`src/rtl/clock_pkg.sv`:
```
// Shared field widths, limits and alarm FSM states
// for the digital clock family.
package clock_pkg;
   localparam int SEC_W  = 6;
   localparam int MIN_W  = 6;
   localparam int HOUR_W = 5;

   localparam logic [SEC_W-1:0]  SEC_MAX  = 6'd59;
   localparam logic [MIN_W-1:0]  MIN_MAX  = 6'd59;
   localparam logic [HOUR_W-1:0] HOUR_MAX = 5'd23;

   typedef enum logic [1:0] {
      IDLE   = 2'd0,
      RING   = 2'd1,
      SNOOZE = 2'd2
   } alarm_state_t;
endpackage

```
`src/rtl/tick_prescaler.sv`:
```
// Divides the board clock down to a one-cycle tick
// every TICK_DIV cycles while run is high.
module tick_prescaler #(
   parameter int TICK_DIV = 50_000_000,
   parameter int CNT_W    = (TICK_DIV > 1) ? $clog2(TICK_DIV) : 1
) (
   input  logic clock,
   input  logic reset,
   input  logic run,
   input  logic clear,
   output logic tick
);
   localparam logic [CNT_W-1:0] LAST = CNT_W'(TICK_DIV - 1);

   logic [CNT_W-1:0] cnt;

   assign tick = run & (cnt == LAST);

   always_ff @(posedge clock or posedge reset) begin
      if (reset)
         cnt <= '0;
      else if (clear)
         cnt <= '0;
      else if (run)
         cnt <= tick ? '0 : cnt + CNT_W'(1);
   end
endmodule

```
`src/rtl/digital_clock_alarm.sv`:
```
// Time-of-day counter with load, 12/24h display and
// an alarm that supports snooze and self-timeout.
module digital_clock_alarm
   import clock_pkg::*;
#(
   parameter int TICK_DIV   = 50_000_000,
   parameter int CNT_W      = (TICK_DIV > 1) ? $clog2(TICK_DIV) : 1,
   parameter int RING_SECS  = 60,
   parameter int SNOOZE_MIN = 5
) (
   input  logic              clock,
   input  logic              reset,
   input  logic              run,
   input  logic              mode_12h,
   input  logic              set_load,
   input  logic [HOUR_W-1:0] set_hour,
   input  logic [MIN_W-1:0]  set_min,
   input  logic [SEC_W-1:0]  set_sec,
   output logic              set_err,
   input  logic              alarm_en,
   input  logic [HOUR_W-1:0] alarm_hour,
   input  logic [MIN_W-1:0]  alarm_min,
   input  logic              alarm_ack,
   input  logic              alarm_snooze,
   output logic [SEC_W-1:0]  sec,
   output logic [MIN_W-1:0]  min,
   output logic [HOUR_W-1:0] hour,
   output logic [HOUR_W-1:0] disp_hour,
   output logic              pm,
   output logic              sec_tick,
   output logic              alarm_ring
);
   localparam int RC_W = $clog2(RING_SECS + 1);

   logic              tick, load_ok, adv;
   logic [SEC_W-1:0]  nsec;
   logic [MIN_W-1:0]  nmin, snz_min, tgt_min;
   logic [HOUR_W-1:0] nhour, snz_hour, tgt_hour;
   logic [MIN_W:0]    msum;
   logic [RC_W-1:0]   ring_cnt;
   logic              hit_alarm, hit_snz;
   alarm_state_t      state;

   assign load_ok = set_load && (set_sec <= SEC_MAX)
                    && (set_min <= MIN_MAX)
                    && (set_hour <= HOUR_MAX);
   assign adv = tick && !set_load;

   tick_prescaler #(
      .TICK_DIV (TICK_DIV),
      .CNT_W    (CNT_W)
   ) u_presc (
      .clock (clock),
      .reset (reset),
      .run   (run),
      .clear (load_ok),
      .tick  (tick)
   );

   always_comb begin
      nsec  = sec + SEC_W'(1);
      nmin  = min;
      nhour = hour;
      if (sec == SEC_MAX) begin
         nsec = '0;
         nmin = min + MIN_W'(1);
         if (min == MIN_MAX) begin
            nmin  = '0;
            nhour = (hour == HOUR_MAX) ? '0 : hour + HOUR_W'(1);
         end
      end
   end

   // Snooze target, wrapping minutes into the next hour.
   always_comb begin
      msum     = {1'b0, min} + (MIN_W+1)'(SNOOZE_MIN);
      tgt_min  = msum[MIN_W-1:0];
      tgt_hour = hour;
      if (msum > {1'b0, MIN_MAX}) begin
         tgt_min  = MIN_W'(msum - (MIN_W+1)'(60));
         tgt_hour = (hour == HOUR_MAX) ? '0 : hour + HOUR_W'(1);
      end
   end

   assign hit_alarm = adv && (nsec == '0) && (nhour == alarm_hour)
                      && (nmin == alarm_min);
   assign hit_snz   = adv && (nsec == '0) && (nhour == snz_hour)
                      && (nmin == snz_min);

   always_comb begin
      disp_hour = hour;
      if (mode_12h) begin
         if (hour == '0)
            disp_hour = HOUR_W'(12);
         else if (hour > HOUR_W'(12))
            disp_hour = hour - HOUR_W'(12);
      end
   end

   assign pm = (hour >= HOUR_W'(12));

   always_ff @(posedge clock or posedge reset) begin
      if (reset) begin
         sec      <= '0;
         min      <= '0;
         hour     <= '0;
         set_err  <= 1'b0;
         sec_tick <= 1'b0;
      end else begin
         set_err  <= set_load && !load_ok;
         sec_tick <= adv;
         if (load_ok) begin
            sec  <= set_sec;
            min  <= set_min;
            hour <= set_hour;
         end else if (adv) begin
            sec  <= nsec;
            min  <= nmin;
            hour <= nhour;
         end
      end
   end

   always_ff @(posedge clock or posedge reset) begin
      if (reset) begin
         state      <= IDLE;
         alarm_ring <= 1'b0;
         ring_cnt   <= '0;
         snz_hour   <= '0;
         snz_min    <= '0;
      end else if (load_ok) begin
         state      <= IDLE;
         alarm_ring <= 1'b0;
      end else begin
         unique case (state)
            IDLE: begin
               if (alarm_en && hit_alarm) begin
                  state      <= RING;
                  alarm_ring <= 1'b1;
                  ring_cnt   <= '0;
               end
            end
            RING: begin
               if (!alarm_en || alarm_ack) begin
                  state      <= IDLE;
                  alarm_ring <= 1'b0;
               end else if (alarm_snooze) begin
                  state      <= SNOOZE;
                  alarm_ring <= 1'b0;
                  snz_hour   <= tgt_hour;
                  snz_min    <= tgt_min;
               end else if (adv) begin
                  if (ring_cnt == RC_W'(RING_SECS - 1)) begin
                     state      <= IDLE;
                     alarm_ring <= 1'b0;
                  end else begin
                     ring_cnt <= ring_cnt + RC_W'(1);
                  end
               end
            end
            SNOOZE: begin
               if (!alarm_en) begin
                  state <= IDLE;
               end else if (hit_snz) begin
                  state      <= RING;
                  alarm_ring <= 1'b1;
                  ring_cnt   <= '0;
               end
            end
            default: begin
               state      <= IDLE;
               alarm_ring <= 1'b0;
            end
         endcase
      end
   end
endmodule

```
`config.mk`:
```
export PLATFORM = sky130hd
export DESIGN_NAME = digital_clock_alarm
export DESIGN_NICKNAME = d
export VERILOG_FILES = /design/src/rtl/clock_pkg.sv /design/src/rtl/tick_prescaler.sv /design/src/rtl/digital_clock_alarm.sv
export SDC_FILE = /design/constraint.sdc
export NUM_CORES = 1
export LEC_CHECK = 0
export CAP_MARGIN = 20
export CORE_MARGIN = 2
export CORE_UTILIZATION = 40
export DETAILED_ROUTE_END_ITERATION = 7
export PLACE_DENSITY_LB_ADDON = 0.1
export SYNTH_ARGS = -nofsm -noshare
export SYNTH_HDL_FRONTEND = slang
export SYNTH_SLANG_ARGS = --single-unit
```
`constraint.sdc`:
```
create_clock -name clock -period 4.37 [get_ports clock]
set_clock_uncertainty 0.15 [all_clocks]
set_input_delay 0.6555 -clock clock [delete_from_list [all_inputs] [get_ports clock]]
set_output_delay 0.6555 -clock clock [all_outputs]
set_load 0.01 [all_outputs]
```
==> metrics, run 1 <==
CP cell instances=ha_1 > buf_4 > nand3b_4 > nor4_4 > mux2i_1 > a2111oi_0 > nand4_1 > nor4b_1 > o31ai_2 > mux2_4; initial DRC count=389; FMAX=261 MHz; Site Rows=39; top cells by area, synth=dfrtp_1 (34%), nor2_1 (5.3%), xor2_1 (5.1%); min Tclk post-route=between 3 and 4 ns; setup bufs post-CTS=0; Power per Cell Area=346 mW/mm^2; Yosys top cell area share=34.0%; clk sinks=65; Starting Density=41.4%; hold_sp=snz_min[2]; commonest non-fill, non-tap cells in the layout=nor2_1 (68), dfrtp_1 (65), nand2_1 (62); Final Cell Area=roughly 0.006 mm^2; crit path launch type=register; DP HPWL=11.7 mm; min-delay worst type=reg2reg; number of buffers created by CTS=9; slew margin rel.=38.0%; Critical Path RT=4.43 ns; commonest non-fill, non-tap cell in the layout=nor2_1; Antenna Cells=0; Crit Path Max Fanout=13; Clock Tree Root=clkbuf_16; placed cell areas=0.00559 mm^2; Critical Path AT=between 3 and 4 ns; mapped cell area=0.00479 mm^2; I/O Pins=slightly above 60; Total Nets Final=696; final setup vio count=0; DR pass1 iterations=7; DRT Wirelength=roughly 16 mm; Post-CTS Hold Fix Bufs=0; die area=around 0.013 mm^2; CTS tree=built; Routed Antenna Nets=0; Max Cap Viol=0; endpoints failing hold=0; drt wl/cell=19.6 um; Ys Warns=0; post-cts sizing count=0; Mapped Cells=~590; Final Cycle Share=approximately 90%; Die Span Y=roughly 110 um; worst r2r src=min[0]; Static Leak=approximately 2.4 nW; Yosys reg bits=65; total negative slack=0 ns; Worst setup EP type=register; Tightest Pin Transition=0.929 ns; Core Region=approximately 0.012 mm^2; largest net degree at the start of global routing=44; Crit Path Class=reg2reg; GRT overflow=0; outcome=completed; vias in the first global route=4441; Port-buffer cells=between 60 and 70; maximum vdd drop=0.210 mV; Final Max Slew Viols=0; share of post-route cells with drive strength above 1=around 6.4%; drt drc=0; prevailing post-synth register cell=dfrtp_1; All-Layer GR Usage=24.7%; slowest CP cell=a2111oi_0; Clock Latency Late Sink=0.33 ns; async set-or-reset flop fraction in the synthesized netlist=100%; Post-Syn Nets=634; Vias=4724; initial antenna violation count=0; cell taking the most area after synthesis=dfrtp_1; clock transition at the registers of the reported paths=0.06 ns; H-Tree Level Count=3; unrepaired setup endpoints after global routing=false; max incr delay on CP=0.70 ns; clk buf depth=2; first-pass GRT wire length=24.8 mm; Vias per Instance=roughly 6; crit path from=min[0]; final RePlAce weighted congestion=0.949; r2r setup slk=0.54 ns; die span in x=113 um; register area share after synthesis=between 30 and 40%; Area Growth Syn to Fin=22.9%; Syn Area/Cell=8.17 um^2; EDFF count, synth=0; number of distinct library cells after synthesis=67
cell families after synthesis:
| group | share of synthesized area (%) |
|---|---|
| simple gates | 29.0 |
| mux | 2.69 |
| buf+inv | 4.05 |
| xor+xnor | 8.23 |
| fa+ha+maj | 3.14 |
| compound gates | 18.9 |
| flops | 34.0 |
through the flow:
step	hold WS [ns]	cells	total power [mW]	worst slack, ns	utilization [%]
floorplan	0.314	586	1.06	1.13	-
global placement	0.334	780	1.30	0.566	48.3
detailed placement	0.338	780	1.30	0.575	48.3
CTS	0.351	795	2.05	0.661	50.9
global route	0.384	795	2.13	0.411	50.9
finish	0.356	795	2.04	0.538	50.9
critical path: cells and delay by family (launching register included):
kind | cells | cell delay, ns
simple gates | 4 | 1.17
buf+inv | 1 | 0.18
compound gates | 2 | 0.88
mux | 2 | 0.48
flops | 1 | 0.61
fa+ha+maj | 1 | 0.24
flip-flops by register name, indices dropped and copies added (netlist names):
signal       count
set_err          1
ring_cnt         6
state            2
u_presc.cnt     26
alarm_ring       1
sec              6
min              6
snz_hour         5
snz_min          6
hour             5
sec_tick         1
cells in the mapped netlist (all sizes together), types with 3 or more instances:
cell type  instances
a2111oi            4
a211oi             5
a21boi             3
a21oi             38
a221oi             3
a22oi              3
a31oi              6
and2               3
and3               7
and4               5
buf                8
clkbuf            18
dfrtp             65
ha                12
inv               22
mux2i              8
nand2             63
nand2b             8
nand3             24
nand4             21
nand4b             7
nor2              68
nor2b              5
nor3              18
nor4               7
nor4b              4
o2111ai            3
o211ai             6
o21ai             40
o2bb2ai            4
o31ai              6
or3                7
or4                7
xnor2             17
xor2              28
final timing paths:
path / to / depth (start not counted)
worst max-delay path: ring_cnt[0] / 10
min in group asynchronous: u_presc.cnt[22] / 2
worst min register to register: snz_min[2] / 2
worst min-delay path: snz_min[2] / 2
max in group asynchronous: sec[1] / 3
worst max register to register: ring_cnt[0] / 10
report_power, final:
group	switching, mW	internal, mW
registers	0.0813	0.639
clock network	0.271	0.468
logic	0.330	0.249
total	0.682	1.36
cell type report:
| type | instances | area (um^2) |
|---|---|---|
| Clock inverter | 3 | 40.0 |
| Timing Repair Buffer | 77 | 731 |
| Clock buffer | 12 | 256 |
| Fill cell | 1111 | 5680 |
| Tap cell | 143 | 179 |
| Multi-Input combinational cell | 472 | 2970 |
| Inverter | 23 | 86.3 |
| Sequential cell | 65 | 1630 |
metal layers:
layer  track usage [%]  part of all wire, %  wire length [um]
met1              35.5                   47              7270
met2              39.3                   47              7280
met3              3.93                  5.2               805
met4              5.53                  1.3               196
met5                 0                    0                 0
Power figures use the tool's default switching activity.
==> run 2: changes to the inputs <==
--- a/config.mk
+++ b/config.mk
@@ -5,7 +5,7 @@
 export SDC_FILE = /design/constraint.sdc
 export NUM_CORES = 1
 export LEC_CHECK = 0
-export CAP_MARGIN = 20
+export CAP_MARGIN = 5
 export CORE_MARGIN = 2
 export CORE_UTILIZATION = 40
 export DETAILED_ROUTE_END_ITERATION = 7
==> results of run 2 <==
Same layout as run 1: the final DEF is identical, and so are final timing and power.
==> run 3: changes to the inputs <==
--- a/config.mk
+++ b/config.mk
@@ -9,6 +9,7 @@
 export CORE_MARGIN = 2
 export CORE_UTILIZATION = 40
 export DETAILED_ROUTE_END_ITERATION = 7
+export GPL_ROUTABILITY_DRIVEN = 0
 export PLACE_DENSITY_LB_ADDON = 0.1
 export SYNTH_ARGS = -nofsm -noshare
 export SYNTH_HDL_FRONTEND = slang
==> run 3 against run 2 <==
  * Final cell count decreased by 0.38%
  * Worst hold slack improved by 0.010 ns
  * Design area increased by 0.49%
  * Clock-buffer cell count unchanged
  * Wire length decreased by 2.0%
  * Fmax decreased by 5.6%
  * Die area unchanged
  * Power increased by 5.6%
  * Register-to-register slack got worse by 0.23 ns
  * Non-clock buffer count decreased by 4
  * Sequential share of layout area decreased by 0.13 points
  * First-iteration DRC count increased by 5.7%
==> metrics, run 3 (synthesis gave the netlist of run 1 again) <==
drt drc=0 (unchanged); Post-CTS Hold Fix Bufs=0 (unchanged); flip-flop count of the largest register after layout=26 (unchanged); commonest non-fill, non-tap cells in the layout=nor2_1 (68), dfrtp_1 (65), nand2_1 (62) (unchanged); post-cts sizing count=0 (unchanged); crit path from=min[0] (unchanged); die area=0.0129 mm^2 (unchanged); multi-input logic area=0.00297 mm^2 (unchanged); drt wl/cell=19.2 um (was 19.6 um); Final Max Slew Viols=0 (unchanged); All-Layer GR Usage=24.7% (about the same); Tightest Pin Transition=0.896 ns (was 0.929 ns); worst r2r src=min[0] (unchanged); Clock Latency Late Sink=0.34 ns (was 0.33 ns); Final Cell Area=0.00592 mm^2 (was 0.00589 mm^2); final setup vio count=0 (unchanged); outcome=completed (unchanged); Vias=4716 (was 4724); DR pass1 iterations=5 (was 7); initial DRC count=411 (was 389); DP HPWL=11.4 mm (was 11.7 mm); critical path depth=9 (was 10); hold_sp=snz_min[4] (was snz_min[2]); Die Span Y=113 um (unchanged); largest net degree at the start of global routing=41 (was 44); share of post-route cells with drive strength above 1=6.01% (was 6.44%); placed cell areas=0.00556 mm^2 (was 0.00559 mm^2); Static Leak=2.39 nW (about the same); die span in x=113 um (unchanged); H-Tree Level Count=3 (unchanged); min Tclk post-route=4.06 ns (was 3.83 ns); maximum vdd drop=0.238 mV (was 0.210 mV); Vias per Instance=5.95 (was 5.94); CP cell instances=ha_1 > nand3b_4 > nor4_4 > a211oi_1 > a2111oi_0 > nand4_1 > nor4b_1 > o31ai_2 > mux2_4 (was ha_1 > buf_4 > nand3b_4 > nor4_4 > mux2i_1 > a2111oi_0 > nand4_1 > nor4b_1 > o31ai_2 > mux2_4); initial antenna violation count=0 (unchanged); Power per Cell Area=364 mW/mm^2 (was 346 mW/mm^2); Total Nets Final=692 (was 696); Clock Tree Root=clkbuf_16 (unchanged); Max Cap Viol=0 (unchanged); Worst Path Buf+Inv=0 (was 1); I/O Pins=62 (unchanged); total chip power=2.15 mW (was 2.04 mW); GRT overflow=0 (unchanged); Crit Path Class=reg2reg (unchanged); min-delay worst type=reg2reg (unchanged); Worst setup EP type=register (unchanged); slew margin rel.=40.2% (was 38.0%); layout filler cell count=1088 (was 1111); CTS tree=built (unchanged); Largest Register=u_presc.cnt (unchanged); endpoints failing hold=0 (unchanged); slowest CP cell=a2111oi_0 (unchanged); clk sinks=65 (unchanged); Crit Path Max Fanout=13 (unchanged); crit path launch type=register (unchanged); vias in the first global route=4513 (was 4441); FF/Latch Area=0.00163 mm^2 (unchanged); r2r setup slk=0.31 ns (was 0.54 ns); FMAX=246 MHz (was 261 MHz); Worst Setup EP=ring_cnt[0] (unchanged); number of buffers created by CTS=9 (unchanged); max incr delay on CP=0.72 ns (was 0.70 ns); Site Rows=39 (unchanged); r2r worst-path depth=9 (was 10); clock transition at the registers of the reported paths=0.05 ns (was 0.06 ns); crit-path leading delay family=simple AND/OR/NAND/NOR gates (unchanged); Core Region=0.0116 mm^2 (unchanged); setup bufs post-CTS=0 (unchanged); DRT Wirelength=15.2 mm (was 15.5 mm); RR Endpoint=ring_cnt[0] (unchanged); first-pass GRT wire length=24.7 mm (was 24.8 mm); Critical Path RT=4.44 ns (was 4.43 ns); Critical Path AT=4.13 ns (was 3.89 ns); Routed Antenna Nets=0 (unchanged); Starting Density=41.4% (unchanged); Area Growth Syn to Fin=23.5% (was 22.9%); Antenna Cells=0 (unchanged); clk buf depth=2 (unchanged); Port-buffer cells=61 (unchanged); commonest non-fill, non-tap cell in the layout=nor2_1 (unchanged); unrepaired setup endpoints after global routing=false (unchanged); Final Cycle Share=92.9% (was 87.7%); total negative slack=0 ns (unchanged)
run 3: cell count changes in the layout (fill, tap and decap cells not counted), sizes merged:
cell / change
buf: -4
bufinv: +2
clkinv: -1
run 3: worst register-to-register path, delay by kind of cell (launching register included):
family,cells,cell delay [ns]
multiplexers,1,0.28
flip-flops,1,0.55
adder cells (fa/ha/maj),1,0.47
AND/OR/NAND/NOR,4,1.38
AO/OA/AOI/OAI,3,1.10
run 3: through the flow:
step	cells	setup WS (ns)	util, %	hold slack, ns
6_report	792	0.311	51.2	0.367
5_1_grt	792	0.0428	51.2	0.406
4_1_cts	792	0.429	51.2	0.365
3_5_place_dp	776	0.457	48.1	0.353
3_3_place_gp	776	0.570	48.1	0.348
2_1_floorplan	586	1.13	-	0.314
run 3: routing by layer:
layer  up-vias  track usage, %  routed length, um
met1      2248            35.2               7010
met4         0            7.64                290
met5         -               0                  0
met3        25            5.37               1010
met2       176            37.7               6930
li1       2267               -                  -
run 3: cell type report:
type	instances	area share [%]
Tap cell	143	3.02
Clock inverter	4	1.67
Multi-Input combinational cell	472	50.2
Timing Repair Buffer	73	11.8
Clock buffer	12	4.34
Inverter	23	1.46
Sequential cell	65	27.5
run 3: worst min-delay path by stage:
| stage | end | slack, ns | cells after the start |
|---|---|---|---|
| after floorplan | snz_min[2] | 0.31 | 2 |
| after global placement | snz_min[1] | 0.35 | 2 |
| after detailed placement | snz_min[1] | 0.35 | 2 |
| after CTS | snz_min[1] | 0.36 | 2 |
| after global routing | snz_min[2] | 0.41 | 2 |
| final | snz_min[4] | 0.37 | 2 |
run 3: report_power, final:
part / internal [mW] / switching, mW / total [mW]
Sequential: 0.639 / 0.0755 / 0.714
Clock: 0.589 / 0.271 / 0.861
Combinational: 0.245 / 0.332 / 0.576
